$ cat config.mk
export PLATFORM = sky130hd
export DESIGN_NAME = mem_arbiter_flat
export DESIGN_NICKNAME = d
export VERILOG_FILES = /design/src/rtl/mem_arbiter_if.sv /design/src/rtl/mem_arbiter.sv /design/src/flat_wrapper.sv
export SDC_FILE = /design/constraint.sdc
export NUM_CORES = 1
export LEC_CHECK = 0
export BUFFER_PORTS_ARGS = -buffer_cell sky130_fd_sc_hd__buf_2
export CORE_AREA = 2 2 107 109
export CTS_BUF_LIST = sky130_fd_sc_hd__clkbuf_8
export DETAILED_ROUTE_END_ITERATION = 10
export DIE_AREA = 0 0 109 111
export PLACE_DENSITY_LB_ADDON = 0.3
export SYNTH_ARGS = -nofsm -noshare
export SYNTH_HDL_FRONTEND = slang
export SYNTH_SLANG_ARGS = --single-unit
$ cat constraint.sdc
create_clock -name CLK -period 1.71 [get_ports CLK]
set_input_delay 0.171 -clock CLK [delete_from_list [all_inputs] [get_ports CLK]]
set_output_delay 0.171 -clock CLK [all_outputs]
set_load 0.01 [all_outputs]
$ cat src/rtl/mem_arbiter_if.sv
// Memory-side bundle between the two caches, the arbiter and the RAM model.
// The slave modport is the arbiter's view; the master modport is the view of
// whatever drives the caches' requests and models the RAM.
interface mem_arbiter_if;
   // instruction cache side
   logic        iREN;
   logic [31:0] iaddr;
   logic        iwait;
   logic [31:0] iload;
   // data cache side
   logic        dREN;
   logic        dWEN;
   logic [31:0] daddr;
   logic [31:0] dstore;
   logic        dwait;
   logic [31:0] dload;
   // RAM side
   logic        ramREN;
   logic        ramWEN;
   logic [31:0] ramaddr;
   logic [31:0] ramstore;
   logic [31:0] ramload;
   logic [1:0]  ramstate;
   // status
   logic [7:0]  err_count;

   modport slave (
      input  iREN, iaddr, dREN, dWEN, daddr, dstore, ramload, ramstate,
      output iwait, iload, dwait, dload, ramREN, ramWEN, ramaddr, ramstore,
             err_count
   );

   modport master (
      output iREN, iaddr, dREN, dWEN, daddr, dstore, ramload, ramstate,
      input  iwait, iload, dwait, dload, ramREN, ramWEN, ramaddr, ramstore,
             err_count
   );
endinterface

$ cat src/rtl/mem_arbiter.sv
// Single-port RAM arbiter between a read-only instruction cache and a
// read/write data cache. Data requests have priority, but after STARVE_LIMIT
// consecutive data grants completed while an instruction fetch was waiting,
// the instruction side wins the next arbitration. A grant is held until the
// RAM reports ACCESS; ERROR responses are retried and counted.
module mem_arbiter #(
   parameter int STARVE_LIMIT = 4
) (
   input logic          CLK,
   input logic          nRST,
   mem_arbiter_if.slave bus
);

   localparam logic [1:0] RAM_FREE   = 2'd0;
   localparam logic [1:0] RAM_BUSY   = 2'd1;
   localparam logic [1:0] RAM_ACCESS = 2'd2;
   localparam logic [1:0] RAM_ERROR  = 2'd3;

   localparam logic [3:0] STARVE_MAX = 4'(STARVE_LIMIT);

   typedef enum logic [1:0] {
      IDLE   = 2'd0,
      IGRANT = 2'd1,
      DGRANT = 2'd2
   } state_t;

   state_t     state_q, state_d;
   logic [3:0] starve_q, starve_d;
   logic [7:0] err_q, err_d;

   // Error counter sticks at its maximum instead of wrapping.
   function automatic logic [7:0] err_sat_inc(input logic [7:0] v);
      return (v == 8'hFF) ? v : v + 8'd1;
   endfunction

   // Starvation count never exceeds the configured limit.
   function automatic logic [3:0] starve_sat_inc(input logic [3:0] v);
      return (v >= STARVE_MAX) ? STARVE_MAX : v + 4'd1;
   endfunction

   // Read data is a straight passthrough; each cache only samples it on its
   // own wait-low cycle.
   assign bus.iload     = bus.ramload;
   assign bus.dload     = bus.ramload;
   assign bus.err_count = err_q;

   // State, starvation count and error count registers.
   always_ff @(posedge CLK or negedge nRST) begin
      if (!nRST) begin
         state_q  <= IDLE;
         starve_q <= 4'd0;
         err_q    <= 8'd0;
      end else begin
         state_q  <= state_d;
         starve_q <= starve_d;
         err_q    <= err_d;
      end
   end

   // Arbitration, grant tracking and RAM-side output decode.
   always_comb begin
      state_d      = state_q;
      starve_d     = starve_q;
      err_d        = err_q;
      bus.iwait    = 1'b1;
      bus.dwait    = 1'b1;
      bus.ramREN   = 1'b0;
      bus.ramWEN   = 1'b0;
      bus.ramaddr  = 32'd0;
      bus.ramstore = 32'd0;

      unique case (state_q)
         IDLE: begin
            // Instruction side only overrides data once it has been passed
            // over STARVE_LIMIT times in a row.
            if ((bus.dREN || bus.dWEN) &&
                !(bus.iREN && (starve_q == STARVE_MAX))) begin
               state_d = DGRANT;
            end else if (bus.iREN) begin
               state_d = IGRANT;
            end
         end

         IGRANT: begin
            if (!bus.iREN) begin
               // Requester withdrew: abandon silently, nothing completes.
               state_d = IDLE;
            end else begin
               bus.ramREN  = 1'b1;
               bus.ramaddr = bus.iaddr;
               case (bus.ramstate)
                  RAM_ACCESS: begin
                     bus.iwait = 1'b0;
                     state_d   = IDLE;
                     starve_d  = 4'd0;
                  end
                  RAM_ERROR: err_d = err_sat_inc(err_q);
                  RAM_BUSY,
                  RAM_FREE:  ;
                  default:   ;
               endcase
            end
         end

         DGRANT: begin
            if (!(bus.dREN || bus.dWEN)) begin
               state_d = IDLE;
            end else begin
               // Direction follows the live request; a write wins over a read.
               bus.ramWEN   = bus.dWEN;
               bus.ramREN   = bus.dREN & ~bus.dWEN;
               bus.ramaddr  = bus.daddr;
               bus.ramstore = bus.dstore;
               case (bus.ramstate)
                  RAM_ACCESS: begin
                     bus.dwait = 1'b0;
                     state_d   = IDLE;
                     starve_d  = bus.iREN ? starve_sat_inc(starve_q) : 4'd0;
                  end
                  RAM_ERROR: err_d = err_sat_inc(err_q);
                  RAM_BUSY,
                  RAM_FREE:  ;
                  default:   ;
               endcase
            end
         end

         default: state_d = IDLE;
      endcase
   end

endmodule

$ cat src/flat_wrapper.sv
// flat-port wrapper written by rule: the top's interface ports become plain ports
module mem_arbiter_flat 
#(
   parameter int STARVE_LIMIT = 4
)
  (CLK, nRST, bus_iREN, bus_iaddr, bus_dREN, bus_dWEN, bus_daddr, bus_dstore, bus_ramload, bus_ramstate, bus_iwait, bus_iload, bus_dwait, bus_dload, bus_ramREN, bus_ramWEN, bus_ramaddr, bus_ramstore, bus_err_count);
  mem_arbiter_if bus_i ();
  input logic CLK;
  input logic nRST;
  input wire logic [$bits(bus_i.iREN)-1:0] bus_iREN;
  input wire logic [$bits(bus_i.iaddr)-1:0] bus_iaddr;
  input wire logic [$bits(bus_i.dREN)-1:0] bus_dREN;
  input wire logic [$bits(bus_i.dWEN)-1:0] bus_dWEN;
  input wire logic [$bits(bus_i.daddr)-1:0] bus_daddr;
  input wire logic [$bits(bus_i.dstore)-1:0] bus_dstore;
  input wire logic [$bits(bus_i.ramload)-1:0] bus_ramload;
  input wire logic [$bits(bus_i.ramstate)-1:0] bus_ramstate;
  output wire logic [$bits(bus_i.iwait)-1:0] bus_iwait;
  output wire logic [$bits(bus_i.iload)-1:0] bus_iload;
  output wire logic [$bits(bus_i.dwait)-1:0] bus_dwait;
  output wire logic [$bits(bus_i.dload)-1:0] bus_dload;
  output wire logic [$bits(bus_i.ramREN)-1:0] bus_ramREN;
  output wire logic [$bits(bus_i.ramWEN)-1:0] bus_ramWEN;
  output wire logic [$bits(bus_i.ramaddr)-1:0] bus_ramaddr;
  output wire logic [$bits(bus_i.ramstore)-1:0] bus_ramstore;
  output wire logic [$bits(bus_i.err_count)-1:0] bus_err_count;
  assign bus_i.iREN = bus_iREN;
  assign bus_i.iaddr = bus_iaddr;
  assign bus_i.dREN = bus_dREN;
  assign bus_i.dWEN = bus_dWEN;
  assign bus_i.daddr = bus_daddr;
  assign bus_i.dstore = bus_dstore;
  assign bus_i.ramload = bus_ramload;
  assign bus_i.ramstate = bus_ramstate;
  assign bus_iwait = bus_i.iwait;
  assign bus_iload = bus_i.iload;
  assign bus_dwait = bus_i.dwait;
  assign bus_dload = bus_i.dload;
  assign bus_ramREN = bus_i.ramREN;
  assign bus_ramWEN = bus_i.ramWEN;
  assign bus_ramaddr = bus_i.ramaddr;
  assign bus_ramstore = bus_i.ramstore;
  assign bus_err_count = bus_i.err_count;
  mem_arbiter #(.STARVE_LIMIT(STARVE_LIMIT)) u_core (.CLK(CLK), .nRST(nRST), .bus(bus_i));
endmodule
* Yosys cells after proc, flatten, opt, wreduce, memory -nomap -nowiden
Cells that the tools add are included.
Word-level totals: bits in registers 14, output and inout port bits 140, logic and storage cells 60
Operators by class: $add $sub $neg 2, $lt $le $gt $ge 1, equal/unequal tests 11, mux-type cells 33, bitwise logic cells 2, reductions and logical operators 8
Operators with widths (count):
- $mux 32 | 4
- $pmux 32 s2 | 1
- $mux 8 | 4
- $mux 4 | 6
- $pmux 8 s2 | 1
- $mux 2 | 5
- $mux 1 | 9
- $add 8x1->8 const B | 1
- $eq 8x8->1 const B | 1
- $pmux 4 s2 | 1
- $eq 2x2->1 const B | 3
- $pmux 2 s3 | 1
- $reduce_and 5->1 | 1
- $add 4x1->4 const B | 1
- $eq 4x3->1 const B | 1
- $ge 4x3->1 const B | 1
- $ne 2x1->1 const B | 2
- $ne 2x2->1 const B | 2
- $ne 3x2->1 const B | 1
- $reduce_and 3->1 | 1
- $eq 2x1->1 const B | 1
- $logic_and 1x1->1 | 2
- $logic_not 2->1 | 1
- $pmux 1 s2 | 1
- 5 further kinds | 5

* Logic depth before layout (Yosys ltp)
Gate-level depths: netlist (run 1).
word-level depth 6, mapped depth 7, depth with buffers taken out 6

* Least setup slack after synthesis (run 1)
Ideal clock, no wire load.
path kind reg-to-reg, start point register u_core.state_q[0], end point register u_core.err_q[1], in the netlist u_core.bus.err_count[1], library setup time 0.125 ns, arrival 1.613 ns, data required time 1.585 ns, setup slack -0.028 ns, stages on the path, launching flop included 7, clock period less this slack 1.738 ns, cell sequence dfrtp_1 inv_1 ha_1 or3b_4 nand4_4 nor2_2 mux2_4
On the way: word-level cells in the longest chain between the ends 3
Ends and longest elaborated chain:
- from (decl) | line mem_arbiter.sv:27 | state_t state_q, state_d;
- from (signal assigned) | line mem_arbiter.sv:54 | state_q <= state_d;
- $eq 2x2->1 / $eq 2x1->1 (equally long branches) | line mem_arbiter.sv:72 | unique case (state_q)
- $ne 2x1->1 (no line), or another cell as far along
- $reduce_and 3->1 (no line)
- to (signal assigned) | line mem_arbiter.sv:56 | err_q <= err_d;
- to (decl) | line mem_arbiter.sv:29 | logic [7:0] err_q, err_d;
Parallel ways exist; a longest one is shown, timed or not. A chain may end at the register's enable or synchronous reset.

* Final worst setup path (run 1)
start point register u_core.state_q[1], end point output port bus_ramaddr[22]
On the way: word-level cells in the longest chain between the ends 2
Ends and longest elaborated chain:
- $eq 2x2->1 / $eq 2x1->1 (equally long branches) | line mem_arbiter.sv:72
- $pmux 32 s2 * | line mem_arbiter.sv:72
- to (decl) | line flat_wrapper.sv:24 | output wire logic [$bits(bus_i.ramaddr)-1:0] bus_ramaddr;
Mark *: on every way between the ends. The rest lies on a longest branch, timed or not.

==> results of run 1 <==
state kept, by name, summed over array words and instances (netlist names):
register	flops
u_core.bus.err_count	8
u_core.starve_q	4
u_core.state_q	2
routing by layer:
layer,up-vias,wire (um),track usage (%)
met3,7,580,2.116
li1,1083,-,-
met4,0,31,1.966
met5,-,0,0
met1,1050,2975,12.84
met2,112,4784,22.90
tightest hold or removal path: cells and delay by family:
family / cells / cell delay [ns]
compound gates: 2 / 0.20
buf+inv: 1 / 0.15
cell families (layout without fill, tap and decap cells):
logic type                 Yosys count  after routing  share of synthesized area (%)
and+or+nand+nor                    102            102                          31.73
buffers and inverters               84            216                          27.34
AOI/OAI and AO/OA                   46             46                          16.32
DFF                                 14             14                          17.05
adders and majority gates            7              7                          4.263
xor gates and xnor gates             6              6                          2.558
muxes                                1              1                         0.7306
final cells by class:
| type | instances | area, um2 |
|---|---|---|
| Sequential cell | 14 | 350.3 |
| Tap cell | 143 | 178.9 |
| Fill cell | 1182 | 7551 |
| Multi-Input combinational cell | 162 | 1423 |
| Clock buffer | 3 | 41.29 |
| Inverter | 6 | 22.52 |
| Timing Repair Buffer | 207 | 1510 |
power by group through the flow:
stage	Sequential [uW]	Combinational [uW]	Clock [uW]
CTS	515	3020	271
detailed placement	513	2300	0
floorplan	534	1500	0
global placement	507	2270	0
global route	535	3780	288
finish	519	3520	262
synth_stat cells, drive strengths merged:
cell / count / area share, %
a21oi: 3 / 0.73
a22o: 1 / 0.43
a22oi: 32 / 12
a32o: 1 / 0.49
and2: 36 / 11
and3b: 1 / 0.43
buf: 69 / 25
clkbuf: 9 / 1.6
dfrtp: 14 / 17
ha: 7 / 4.3
inv: 6 / 1.1
mux2: 1 / 0.73
nand2: 8 / 1.5
nand2b: 2 / 0.61
nand3: 3 / 0.73
nand4: 3 / 1.6
nand4b: 1 / 0.43
nor2: 6 / 1.3
nor2b: 33 / 10
nor3: 3 / 0.73
nor3b: 1 / 0.37
nor4: 1 / 0.61
nor4b: 2 / 1.5
o2111ai: 1 / 0.43
o21a: 2 / 0.73
o21ai: 4 / 0.97
o21bai: 1 / 0.37
o32a: 1 / 0.49
or3b: 1 / 0.55
or4: 1 / 0.37
xor2: 6 / 2.6
timing repair:
item                                   4_1_cts  5_1_grt
setup endpoints to repair                   74       77
setup buffers                                4        7
resized for setup                           51       64
cloned                                       5        1
hold buffers                                 1        0
pin swaps                                   10       26
endpoints found under the hold margin       14        0
per-stage QoR:
step / std cells / TNS (ns) / setup WS, ns / hold slack, ns
after floorplan: 260 / 0 / 0.005782 / -0.1246
after global placement: 514 / 0 / 0.002315 / 0.09088
after detailed placement: 514 / -0.1365 / -0.05247 / 0.09502
after CTS: 527 / -5.740 / -0.1196 / 0.3234
after global routing: 535 / -11.59 / -0.2207 / 0.3420
final: 535 / -7.295 / -0.1462 / 0.3292
worst paths after layout:
path	startpoint	endpoint
setup reg to reg	u_core.state_q[1]	u_core.bus.err_count[3]
max in group asynchronous	nRST	u_core.starve_q[3]
hold reg to reg	u_core.bus.err_count[7]	u_core.bus.err_count[7]
min in group asynchronous	nRST	u_core.bus.err_count[2]
hold / removal	bus_iREN	u_core.starve_q[2]
setup / recovery	u_core.state_q[1]	bus_ramaddr[22]
==> impl_metrics.toml, run 1 <==
[status]
outcome = "finished with violations"
violations = "setup timing"

[place]
dpl_cell_area_um2 = 2714
gp_congestion = 0.7599
port_buffers = 178
hpwl_mm = 5.769

[worst_setup_path]
reg2reg_slack_ns = -0.07
cp.buffers_inverters = 3
worstPathRequired_ns = 1.54
startpoint_type = "register"
worst_setup_path_end_kind = "primary output"
crit_fanout = 12
crit_path_top_delay_cell = "dfrtp_1"
critPathTopFamily = "buffers and inverters"
cp_slowest_stage_delay_ns = 0.42
path_cells = "buf_6 -> ha_4 -> o21a_4 -> buf_12 -> a22oi_2 -> nor2b_1 -> buf_2"
arrival_ns = 1.69
r2r_cells = 8
crit_cells = 7
criticalPathCategory = "reg -> out"

[worst_hold_path]
worstHoldPathCells = 3
hp-class = "in -> reg"

[global_route]
grt_pass1_vias = 2171
grt_remaining_overflow = 0
grt_pass1_wl_mm = 11.24
grt_start_max_net_pins = 34
grt_usage_pct = 11.69
antenna_found_initial = 0

[drt]
wl_per_cell_um = 15.65
drt_wl_total_mm = 8.371
avgViaCountPerCell = 4.209
vias = 2252
drc = 0
ant_nets = 0
drtIter0Drc = 78
drtPass1Iterations = 3

[floorplan]
coreArea_um2 = 11080
die_y_um = 111
io_pins = 275
num_rows = 39
die_w_um = 109
dieArea_um2 = 12100
initial_utilization_pct = 18.55

[clock_network]
clkLatencyLatePin_ns = 0.24
tritoncts = "done"
h-tree-depth = 1
clock_sinks = 14
clock_path_buffers = 2
cts_buffers = 3
root_buffer = "clkbuf_8"
path_clk_slew_ns = 0.06

[synthesis]
ys_seq_area_share_pct = 17.05
synth_area_um2 = 2054
syn_nets = 402
avgSynthCellArea_um2 = 7.902
netlist_instances = 260
synth_cell_type_count = 34
yosysWarnings = 0
ys_ff_latch = 14

[timing]
finClkSkew_ns = 0.003644
finalSetupViolCount = 71
drv_slew = 0
timing.fmax_mhz = 538.7
rsz0062_at_grt = "true"
period_share_pct = 108.5
slew_headroom_pct = 72.56
fin_ws_ns = -0.1462
finalHoldViolCount = 0
min_period_ns = 1.856
tightest_slew_ns = 0.4107

[power]
seqPwrFrac_pct = 12.1
peakVddDrop_v = 0.0008925
p_comb_share_pct = 81.8
leakagePower_uw = 0.001710
p_clk_share_pct = 6.1
total_power_uw = 4303
p_sw_uw = 1730
p_sw_share_pct = 40.21
power.density_nw_per_um2 = 1221
intPower_uw = 2573

[final_layout]
fin_area_um2 = 3526
final_util_pct = 31.83
num_antenna_cells = 0
final_cell_mix = "buf_2, buf_6, nor2b_1, and2_4, a22oi_2"
drive_above_1_share_pct = 70.66
num-nets-final = 536
final_common_cell = "buf_2"
syn_to_final_growth_pct = 71.62

[run]
max-cap-violations = 0
No activity file was read; power rests on OpenSTA's default activity.
==> run 2, diff against run 1 <==
--- a/config.mk
+++ b/config.mk
@@ -10,6 +10,7 @@
 export CTS_BUF_LIST = sky130_fd_sc_hd__clkbuf_8
 export DETAILED_ROUTE_END_ITERATION = 10
 export DIE_AREA = 0 0 109 111
+export GPL_TIMING_DRIVEN = 0
 export PLACE_DENSITY_LB_ADDON = 0.3
 export SYNTH_ARGS = -nofsm -noshare
 export SYNTH_HDL_FRONTEND = slang
==> impl_metrics.toml, run 2 (synthesis results as in run 1) <==
[drt]
drtPass1Iterations = 4
wl_per_cell_um = 13.06
avgViaCountPerCell = 4.012
ant_nets = 0
drtIter0Drc = 71
drt_wl_total_mm = 8.673
drc = 0
vias = 2664

[final_layout]
final_cell_mix = "buf_2, buf_4, and2_1, nor2b_1, a22oi_2"
drive_above_1_share_pct = 73.90
fin_area_um2 = 4044
fillers = 1170
final_common_cell = "buf_2"
largest_reg_flops = 8
num_antenna_cells = 0
num-nets-final = 665
syn_to_final_growth_pct = 96.83

[status]
violations = "setup timing"
outcome = "finished with violations"

[global_route]
antenna_found_initial = 0
grt_pass1_vias = 2489
grt_usage_pct = 12.76
grt_remaining_overflow = 0
grt_pass1_wl_mm = 12.45
grt_start_max_net_pins = 15

[timing]
timing.fmax_mhz = 538.2
hold_slack_ns = 0.3397
tightest_slew_ns = 0.5682
min_period_ns = 1.858
finalSetupViolCount = 75
slew_headroom_pct = 62.04
drv_slew = 0
fin_ws_ns = -0.1481
rsz0062_at_grt = "true"
finClkSkew_ns = 0.002883
finalHoldViolCount = 0
period_share_pct = 108.7

[place]
gp_congestion = 0.7405
hpwl_mm = 6.935
dpl_cell_area_um2 = 3452
port_buffers = 242

[worst_setup_path]
startpoint_type = "register"
path_cells = "inv_2 -> ha_4 -> buf_4 -> or3b_4 -> nand4_4 -> nor2_4 -> mux2_4"
criticalPathCategory = "reg -> reg"
worst_setup_path_end_kind = "register"
crit_fanout = 8
crit_path_top_delay_cell = "dfrtp_1"
reg2reg_slack_ns = -0.15
cp.buffers_inverters = 2
worstPathRequired_ns = 1.83
cp_slowest_stage_delay_ns = 0.40
arrival_ns = 1.98
critPathTopFamily = "simple AND/OR/NAND/NOR gates"

[floorplan]
io_pins = 275
die_y_um = 111
initial_utilization_pct = 18.55
coreArea_um2 = 11080
num_rows = 39
die_w_um = 109
dieArea_um2 = 12100

[clock_network]
clock_path_buffers = 2
root_buffer = "clkbuf_8"
clkLatencyLatePin_ns = 0.24
h-tree-depth = 1
clock_sinks = 14
tritoncts = "done"
cts_buffers = 3
path_clk_slew_ns = 0.05

[power]
leakagePower_uw = 0.002193
power.density_nw_per_um2 = 990.3
peakVddDrop_v = 0.0006552

[run]
max-cap-violations = 0

[worst_hold_path]
hp-class = "in -> reg"
run 2: cell count changes in the layout (fill, tap and decap cells not counted), sizes merged:
cell    delta
buf      +123
bufbuf     +1
clkbuf     +5
run 2: path summary, 6_finish.rpt:
check                                    from                 endpoint  depth (start not counted)
max                         u_core.state_q[0]  u_core.bus.err_count[1]                          7
min                                  bus_iREN       u_core.starve_q[2]                          3
max reg2reg                 u_core.state_q[0]  u_core.bus.err_count[1]                          7
min reg2reg                u_core.starve_q[0]       u_core.starve_q[0]                          1
max in group asynchronous                nRST        u_core.state_q[1]                          2
min in group asynchronous                nRST  u_core.bus.err_count[7]                          2
run 2: layer usage:
metal  wire length, um  GRT usage, %  vias up  part of all wire (%)
li1                  -             -     1339                     -
met1              3266         14.99     1202                    38
met2              4671         24.76      115                    54
met3               641         1.470        8                   7.4
met4                93         1.538        0                   1.1
met5                 0             0        -                     0
run 2: final cells by class:
| class | instances | area, um2 | share of cell area [%] |
|---|---|---|---|
| Timing Repair Buffer | 259 | 1430 | 35.37 |
| Buffer | 77 | 623.1 | 15.41 |
| Tap cell | 143 | 178.9 | 4.425 |
| Clock buffer | 3 | 41.29 | 1.021 |
| Inverter | 6 | 25.02 | 0.6188 |
| Sequential cell | 14 | 351.6 | 8.694 |
| Multi-Input combinational cell | 162 | 1394 | 34.47 |
run 2: what timing repair did:
action,CTS,global route
hold buffers,1,0
gates cloned,3,2
resized for setup,56,37
setup endpoints to repair,81,79
buffers inserted,8,3
endpoints found under the hold margin,14,0
pin swaps,8,7
run 2: report_power, final:
part           internal, uW  switching (uW)
combinational          1730            1470
clock                   155             106
sequential              421             118
run 2: metrics by stage:
| stage | power [uW] | utilization [%] | setup WS, ns | instances | setup TNS [ns] |
|---|---|---|---|---|---|
| final | 4005 | 36.51 | -0.1481 | 664 | -5.460 |
| after global routing | 4336 | 36.51 | -0.2379 | 664 | -11.80 |
| after CTS | 3766 | 34.50 | -0.1540 | 659 | -7.218 |
| after detailed placement | 2965 | 31.16 | -0.4402 | 645 | -22.71 |
| after global placement | 2933 | 31.16 | -0.3750 | 645 | -19.32 |
| after floorplan | 2038 | - | 0.005782 | 260 | 0 |
run 2: tightest hold or removal path, stage by stage:
cell     delay [ns]
buf_2          0.16
a21oi_1        0.16
a21oi_1        0.05
